### config.mk
export PLATFORM = sky130hd
export DESIGN_NAME = audio_path_ctrl
export DESIGN_NICKNAME = d
export VERILOG_FILES = /design/src/rtl/audio_path_ctrl.sv
export SDC_FILE = /design/constraint.sdc
export NUM_CORES = 1
export LEC_CHECK = 0
export ABC_AREA = 1
export BUFFER_PORTS_ARGS = -buffer_cell sky130_fd_sc_hd__buf_2
export CAP_MARGIN = 15
export CORE_MARGIN = 2
export CORE_UTILIZATION = 45
export CTS_CLUSTER_DIAMETER = 100
export DETAILED_ROUTE_END_ITERATION = 10
export PLACE_DENSITY_LB_ADDON = 0.05
export SYNTH_ARGS = -nofsm -noshare
export SYNTH_HDL_FRONTEND = slang
export SYNTH_SLANG_ARGS = --single-unit
### constraint.sdc
create_clock -name clk -period 4.52 [get_ports clk]
set_clock_uncertainty 0.1 [all_clocks]
set_input_delay 0.678 -clock clk [delete_from_list [all_inputs] [get_ports clk]]
set_output_delay 0.678 -clock clk [all_outputs]
set_load 0.01 [all_outputs]
### src/rtl/audio_path_ctrl.sv
// Per-channel audio sample sequencer: sample-rate strobe, filter start/done handshake,
// per-channel output mode with saturation and attenuation, and codec-paced output latch.
module audio_path_ctrl #(
   parameter int unsigned DATA_W = 24,
   parameter int unsigned CH     = 2,
   parameter int unsigned DIV    = 50000,
   parameter int unsigned TMO    = 4096
) (
   input  logic                 clk,
   input  logic                 reset_n,
   input  logic [CH*DATA_W-1:0] src_data,
   output logic [CH*DATA_W-1:0] filt_data_in,
   output logic                 filt_start,
   input  logic                 filt_done,
   input  logic [CH*DATA_W-1:0] filt_data_out,
   input  logic [2*CH-1:0]      mode,
   input  logic [3:0]           atten,
   input  logic                 codec_ready,
   output logic [CH*DATA_W-1:0] dac_data,
   output logic                 dac_valid,
   output logic                 overrun,
   output logic                 timeout,
   input  logic                 clr_flags
);

   localparam int unsigned DivW = (DIV > 1) ? $clog2(DIV) : 1;
   localparam int unsigned TmoW = (TMO > 1) ? $clog2(TMO) : 1;

   typedef enum logic [1:0] {StIdle, StStart, StWait, StMix} state_e;

   state_e                state_q, state_d;
   logic [DivW-1:0]       div_cnt_q;
   logic [TmoW-1:0]       tmo_cnt_q, tmo_cnt_d;
   logic [CH*DATA_W-1:0]  src_q, src_d;
   logic [CH*DATA_W-1:0]  filt_q, filt_d;
   logic [CH*DATA_W-1:0]  res_q, res_d;
   logic [CH*DATA_W-1:0]  filt_in_q, filt_in_d;
   logic [CH*DATA_W-1:0]  dac_data_q, dac_data_d;
   logic [CH*DATA_W-1:0]  mix_res;
   logic [2*CH-1:0]       mode_q, mode_d;
   logic [3:0]            atten_q, atten_d;
   logic                  pending_q, pending_d;
   logic                  dac_valid_q, dac_valid_d;
   logic                  overrun_q, timeout_q;
   logic                  overrun_set, timeout_set;
   logic                  strobe;

   logic signed [DATA_W-1:0] ch_src, ch_filt, ch_sel;
   logic signed [DATA_W:0]   ch_diff;

   assign strobe       = (div_cnt_q == DivW'(DIV - 1));
   assign filt_start   = (state_q == StStart);
   assign filt_data_in = filt_in_q;
   assign dac_data     = dac_data_q;
   assign dac_valid    = dac_valid_q;
   assign overrun      = overrun_q;
   assign timeout      = timeout_q;

   // Per-channel mix from the shadowed mode; residual saturates before the shift.
   always_comb begin
      mix_res = '0;
      ch_src  = '0;
      ch_filt = '0;
      ch_sel  = '0;
      ch_diff = '0;
      for (int c = 0; c < int'(CH); c++) begin
         ch_src  = src_q[c*DATA_W +: DATA_W];
         ch_filt = filt_q[c*DATA_W +: DATA_W];
         ch_diff = {ch_src[DATA_W-1], ch_src} - {ch_filt[DATA_W-1], ch_filt};
         unique case (mode_q[2*c +: 2])
            2'b00: ch_sel = ch_src;
            2'b01: ch_sel = ch_filt;
            2'b10: ch_sel = '0;
            2'b11: begin
               if (ch_diff[DATA_W] != ch_diff[DATA_W-1]) begin
                  ch_sel = ch_diff[DATA_W] ? {1'b1, {(DATA_W-1){1'b0}}}
                                           : {1'b0, {(DATA_W-1){1'b1}}};
               end else begin
                  ch_sel = ch_diff[DATA_W-1:0];
               end
            end
         endcase
         mix_res[c*DATA_W +: DATA_W] = ch_sel >>> atten_q;
      end
   end

   always_comb begin
      state_d     = state_q;
      tmo_cnt_d   = tmo_cnt_q;
      src_d       = src_q;
      filt_d      = filt_q;
      res_d       = res_q;
      filt_in_d   = filt_in_q;
      mode_d      = mode_q;
      atten_d     = atten_q;
      pending_d   = pending_q;
      dac_data_d  = dac_data_q;
      dac_valid_d = 1'b0;
      timeout_set = 1'b0;
      overrun_set = strobe && (state_q != StIdle);

      unique case (state_q)
         StIdle: begin
            if (strobe) begin
               src_d     = src_data;
               filt_in_d = src_data;
               mode_d    = mode;
               atten_d   = atten;
               state_d   = StStart;
            end
         end
         StStart: begin
            tmo_cnt_d = '0;
            state_d   = StWait;
         end
         StWait: begin
            if (filt_done) begin
               filt_d  = filt_data_out;
               state_d = StMix;
            end else if (tmo_cnt_q == TmoW'(TMO - 1)) begin
               // Filter gave no answer: fall back to the source so mode 01 acts as bypass.
               timeout_set = 1'b1;
               filt_d      = src_q;
               state_d     = StMix;
            end else begin
               tmo_cnt_d = tmo_cnt_q + TmoW'(1);
            end
         end
         StMix: begin
            res_d     = mix_res;
            pending_d = 1'b1;
            state_d   = StIdle;
         end
      endcase

      // A MIX in the same cycle re-arms pending for the newer result.
      if (codec_ready && pending_q) begin
         dac_data_d  = res_q;
         dac_valid_d = 1'b1;
         pending_d   = (state_q == StMix);
      end
   end

   always_ff @(posedge clk) begin
      if (!reset_n) begin
         state_q     <= StIdle;
         div_cnt_q   <= '0;
         tmo_cnt_q   <= '0;
         src_q       <= '0;
         filt_q      <= '0;
         res_q       <= '0;
         filt_in_q   <= '0;
         mode_q      <= '0;
         atten_q     <= '0;
         pending_q   <= 1'b0;
         dac_data_q  <= '0;
         dac_valid_q <= 1'b0;
         overrun_q   <= 1'b0;
         timeout_q   <= 1'b0;
      end else begin
         state_q     <= state_d;
         div_cnt_q   <= strobe ? '0 : div_cnt_q + DivW'(1);
         tmo_cnt_q   <= tmo_cnt_d;
         src_q       <= src_d;
         filt_q      <= filt_d;
         res_q       <= res_d;
         filt_in_q   <= filt_in_d;
         mode_q      <= mode_d;
         atten_q     <= atten_d;
         pending_q   <= pending_d;
         dac_data_q  <= dac_data_d;
         dac_valid_q <= dac_valid_d;
         overrun_q   <= overrun_set | (overrun_q & ~clr_flags);
         timeout_q   <= timeout_set | (timeout_q & ~clr_flags);
      end
   end

endmodule

---- Yosys cells after proc, flatten, opt, wreduce, memory -nomap -nowiden ----
Cells that the tools add are included.
operators by class
  multipliers ............................. 0
  multiplexer cells ....................... 21
  bitwise logic cells ..................... 6
  shifts and indexed selects .............. 2
  order comparisons ....................... 0
  equality and inequality tests ........... 17
  reductions and logical operators ........ 14
  divide/modulo/power cells ............... 0
  add/subtract/negate cells ............... 4
operators with widths
  kind                                                             number
  24-bit one-hot mux with 4 select lines                           2
  24-bit two-way mux                                               4
  48-bit two-way mux                                               2
  24-bit by 24-bit subtractor with 25-bit output                   2
  24-bit by 4-bit >>> shifter with 24-bit output                   2
  12-bit two-way mux                                               2
  12-bit one-hot mux with 2 select lines                           1
  16-bit by 1-bit adder with 16-bit output, second input constant  1
  16-bit == test, second input constant                            1
  12-bit by 1-bit adder with 12-bit output, second input constant  1
  12-bit == test, second input constant                            1
  2-bit == test, second input constant                             6
  2-bit one-hot mux with 4 select lines                            1
  2-bit nonzero test                                               4
  2-bit by 1-bit == test with 1-bit output, second input constant  3
  2-bit logical NOT                                                3
  1-bit two-way mux                                                6
  2-bit two-way mux                                                3
  2-bit != test, second input constant                             3
  2-bit AND reduction                                              3
  3-bit != test, second input constant                             1
  3-bit AND reduction                                              1
  1-bit AND                                                        2
  1-bit logical AND                                                2
  other kinds (4)                                                  7
word-level totals
  bits in writable memories ............... 0
  input bits .............................. 109
  register bits after elaboration ......... 234
  output and inout port bits .............. 100
  memory bits (read-only) ................. 0
  latch bits .............................. 0
  logic and storage cells ................. 77
  memories ................................ 0

---- Longest topological paths before layout ----
  depth after elaboration ................. 5
  mapped depth ............................ 27
  depth with buffers taken out ............ 26

---- Worst setup path before layout ----
Ideal clock, no wire load.
  path type ............................... register to register
  from .................................... register filt_data_in[24] (netlist name)
  to ...................................... register res_q[30]
  data arrival time ....................... 2.664 ns
  clock period less this slack ............ 2.873 ns
  setup time .............................. 0.109 ns
  slack ................................... 1.647 ns
  buffers on the path ..................... 1
  cell stages (with the launch flop) ...... 25
  data required time ...................... 4.311 ns
  cell sequence ........................... dfxtp_1 inv_1 ha_1 fa_1 inv_1 nand2_1 nand2_1 nand3b_1 nand2_1 nand2_1 nand4_1 nand2_2 nand2_1 buf_2 nand3_1 nand2_1 nand3_1 nand2_1 nand2_1 nand2_1 nand2_1 nand3_1 nand3_1 nand2_1 inv_1
RTL lines
  what                  RTL line  text
  to (signal assigned)  166       res_q <= res_d;
  to (decl)             36        logic [CH*DATA_W-1:0] res_q, res_d;

==> implementation parameters <==
Parameter                              Value

Timing
  Sum of negative setup slack ... 0 ns
  Endpoints failing hold ... 0
  Count of pins over their slew limit ... 0
  Crit path time final ... 3.79 ns
  Fraction of the cycle the final worst path needs ... 83.9%
  Setup repair after global routing missed its margin ... false
  Worst Tran Pin Value ... 0.961 ns
  F_max ... 264 MHz
  Slew HR ... 35.8%
  Endpoints failing setup ... 0

Route
  Final antenna-violating net count ... 0
  First drt pass iteration count ... 7
  1st-iter DRT viols ... 1522
  Via density per instance ... 5.38
  Routed vias ... 16427
  Routed wire length per instance ... 16.6 um
  Total Wirelength ... 50800 um
  Post-detailed-route DRC marker count ... 0

Layout
  Fraction of final layout cells with drive strength greater than 1 ... 11.3%
  Final Non-Filler Cells ... 3054
  Post-route cell area ... 17300 um^2
  Number of fill cells in the layout ... 3550
  Layout area overhead ... 13.7%
  Final Net Count ... 2749
  Final cell utilization of the core ... 51.8%

Die
  Height of the die ... 188 um
  Width of the die ... 188 um
  Effective utilization at floorplan ... 45.5%
  Std cell rows ... 67
  Ports ... 209
  Die area ... 35300 um^2
  Core region area ... 33400 um^2

Global route
  Vias in the first global route ... 15088
  Met2 Resource Use GR ... 41.2%
  Total grt overflow ... 0
  Fraction of met1 tracks used by global routing ... 43.1%
  Overall Global Routing Usage ... 28.1%
  Global-route wire length before repair ... 81400 um
  Initial antenna violation count ... 3
  Pin count of the biggest net entering global routing ... 96
  Grt peak-use layer ... met1
  Global-route met3 utilization ... 4.19%

Logic synthesis
  Number of standard cells after synthesis ... 2456
  Cell with the most instances after synthesis ... sky130_fd_sc_hd__nand2_1
  Leading post-synthesis cells by cell area ... sky130_fd_sc_hd__dfxtp_1, sky130_fd_sc_hd__nand2_1, sky130_fd_sc_hd__nand3_1
  Post-synth ARST share ... 0%
  Distinct cell type count of the synthesized netlist ... 39
  Top cells by instance count after synthesis ... sky130_fd_sc_hd__nand2_1, sky130_fd_sc_hd__nand3_1, sky130_fd_sc_hd__inv_1, sky130_fd_sc_hd__nor2_1, sky130_fd_sc_hd__dfxtp_1
  Most instantiated flip-flop cell in the synthesis netlist ... sky130_fd_sc_hd__dfxtp_1
  Number of synthesized register bits ... 234
  EDFF count, synth ... 0
  Post-synthesis sequential area ratio ... 30.7%
  Post-Synthesis Net Count ... 2621
  Library cell with the largest summed area after synthesis ... sky130_fd_sc_hd__dfxtp_1
  Area share of the largest cell type after synthesis ... 30.7%
  Netlist area before placement ... 15200 um^2
  Synthesis warning total ... 0
  Post-synthesis area per instance ... 6.20 um^2

Worst setup path
  Cell type group with the largest total delay on the critical path ... simple AND/OR/NAND/NOR gates
  CP peak stage delay ... 0.45 ns
  Crit path arrival time ... 4.19 ns
  Biggest fanout along the worst timing path ... 20
  Worst Path Required ... 4.92 ns
  Category of the worst setup path capture point ... flop
  Classification of the worst setup path ... flop to flop
  Crit path depth ... 26
  Cell with the largest stage delay on the worst path ... sky130_fd_sc_hd__dfxtp_1
  Most repeated library cell on the critical path ... sky130_fd_sc_hd__nand2_1
  Buffers plus inverters on the worst setup path ... 4
  Startpoint type of the worst setup path ... flop
  R2R setup slack ... 0.73 ns
  Number of cell instances on the worst register-to-register path ... 26

Pwr
  Power per unit of standard cell area ... 485 nW/um^2
  Static leakage ... 0.00812 uW
  IR drop worst, VDD ... 282 uV

Clock tree
  Maximum clock insertion buffer count ... 3
  TritonCTS clock tree ... built
  Master cell of the clock root buffer ... sky130_fd_sc_hd__clkbuf_16
  Number of H-tree levels ... 1
  CTS resizes ... 0
  Total clock sinks ... 234
  Hold buffer count at cts ... 0
  Clock latency of the later-clocked register in the worst-skew pair ... 0.57 ns
  Clock transition at path regs ... 0.07 ns
  Post-CTS Setup Inserts ... 0
  Inserted Clock Buffers ... 27

Min path
  Number of cells traversed by the worst hold path ... 3
  Hold WC Path Type ... input pin to flop

Place
  Total placed instance area ... 16400 um^2
  Total instance count after detailed placement ... 3003
  Final weighted congestion in routability-driven placement ... 0.957
  Port-buffer cells ... 208
  HPWL after DPL ... 38300 um

Status
  Status ... finished clean

Flow run
  Max-Cap Viols ... 0
-- area by class of cell --
cell class	instances	area [um^2]	area share [%]
Clock inverter	14	134	0.773
Clock buffer	36	749	4.33
Antenna cell	1	2.50	0.0144
Sequential cell	234	4680	27.0
Timing Repair Buffer	226	1180	6.80
Inverter	297	1120	6.44
Multi-Input combinational cell	1798	8900	51.4
Tap cell	448	561	3.24
-- cell families (layout without fill, tap and decap cells) --
family          count (synthesis)  after routing  share of synthesized area, %
buf+inv                       424            573                          10.8
simple gates                 1302           1302                          36.1
xor+xnor                       32             32                          1.84
compound gates                408            408                          15.8
flops                         234            234                          30.7
fa+ha+maj                      56             56                          4.70
other cells                     0              1                             0
-- final timing paths --
check                    from         endpoint
min               src_data[3]  filt_data_in[3]
max          filt_data_in[24]        res_q[37]
min reg2reg      div_cnt_q[0]     div_cnt_q[0]
max reg2reg  filt_data_in[24]        res_q[37]
-- stage by stage --
step	setup WS, ns	hold WS, ns	total power [uW]
after global placement	0.893	0.333	6170
after global routing	0.296	0.237	9030
after detailed placement	0.828	0.344	6160
final	0.729	0.232	8390
after CTS	0.779	0.217	8380
after floorplan	1.65	0.318	5350
-- worst register-to-register path: stages, from the launching register on --
cell and delay [ns]:
sky130_fd_sc_hd__dfxtp_1 0.45, sky130_fd_sc_hd__inv_1 0.10, sky130_fd_sc_hd__ha_1 0.24, sky130_fd_sc_hd__fa_1 0.40
sky130_fd_sc_hd__inv_1 0.09, sky130_fd_sc_hd__nand2_1 0.09, sky130_fd_sc_hd__nand2_1 0.07, sky130_fd_sc_hd__nand3b_1 0.07
sky130_fd_sc_hd__nand2_1 0.15, sky130_fd_sc_hd__nand2_1 0.12, sky130_fd_sc_hd__nand3_1 0.12, sky130_fd_sc_hd__nand2_1 0.07
sky130_fd_sc_hd__nand2_2 0.10, sky130_fd_sc_hd__nand2_1 0.39, sky130_fd_sc_hd__nand2_2 0.18, sky130_fd_sc_hd__inv_2 0.07
sky130_fd_sc_hd__nand2_1 0.06, sky130_fd_sc_hd__nand2_1 0.09, sky130_fd_sc_hd__nand3_1 0.13, sky130_fd_sc_hd__nand3_1 0.12
sky130_fd_sc_hd__nand2_1 0.08, sky130_fd_sc_hd__nand2_1 0.05, sky130_fd_sc_hd__nand2_1 0.12, sky130_fd_sc_hd__nand2_1 0.07
sky130_fd_sc_hd__nand3_1 0.09, sky130_fd_sc_hd__nand2_1 0.05, sky130_fd_sc_hd__inv_1 0.08
-- cells in the final DEF, fill, tap and decap left out, types with 15 or more instances in the layout --
| master | instances |
|---|---|
| sky130_fd_sc_hd__inv_1 | 288 |
| sky130_fd_sc_hd__buf_4 | 19 |
| sky130_fd_sc_hd__nand3_1 | 326 |
| sky130_fd_sc_hd__nand4_1 | 37 |
| sky130_fd_sc_hd__nand2_1 | 625 |
| sky130_fd_sc_hd__xnor2_1 | 21 |
| sky130_fd_sc_hd__buf_2 | 207 |
| sky130_fd_sc_hd__o22ai_1 | 38 |
| sky130_fd_sc_hd__dfxtp_1 | 234 |
| sky130_fd_sc_hd__a21oi_1 | 92 |
| sky130_fd_sc_hd__clkbuf_16 | 27 |
| sky130_fd_sc_hd__nor2_1 | 260 |
| sky130_fd_sc_hd__o211ai_1 | 15 |
| sky130_fd_sc_hd__ha_1 | 54 |
| sky130_fd_sc_hd__a31oi_1 | 53 |
| sky130_fd_sc_hd__a211oi_1 | 51 |
| sky130_fd_sc_hd__nor3_1 | 24 |
| sky130_fd_sc_hd__o21ai_0 | 139 |
-- state kept, by name (all words and copies together), names as in the netlist --
| signal | flops |
|---|---|
| timeout | 1 |
| div_cnt_q | 16 |
| mode_q | 4 |
| dac_valid | 1 |
| state_q | 2 |
| res_q | 48 |
| dac_data | 48 |
| pending_q | 1 |
| overrun | 1 |
| atten_q | 4 |
| filt_q | 48 |
| filt_data_in | 48 |
| tmo_cnt_q | 12 |
-- power by group --
group	switching, uW	leakage (uW)	internal, uW
Sequential	85.7	0.00189	2210
Combinational	2590	0.00579	1310
Clock	924	0.000441	1280
-- per-layer routing --
layer / vias to the layer above / routed length [um]
met5: - / 27
met4: 4 / 950
met3: 63 / 3800
met2: 520 / 20500
met1: 7478 / 25500
li1: 8362 / -
No activity file was read; power rests on OpenSTA's default activity.
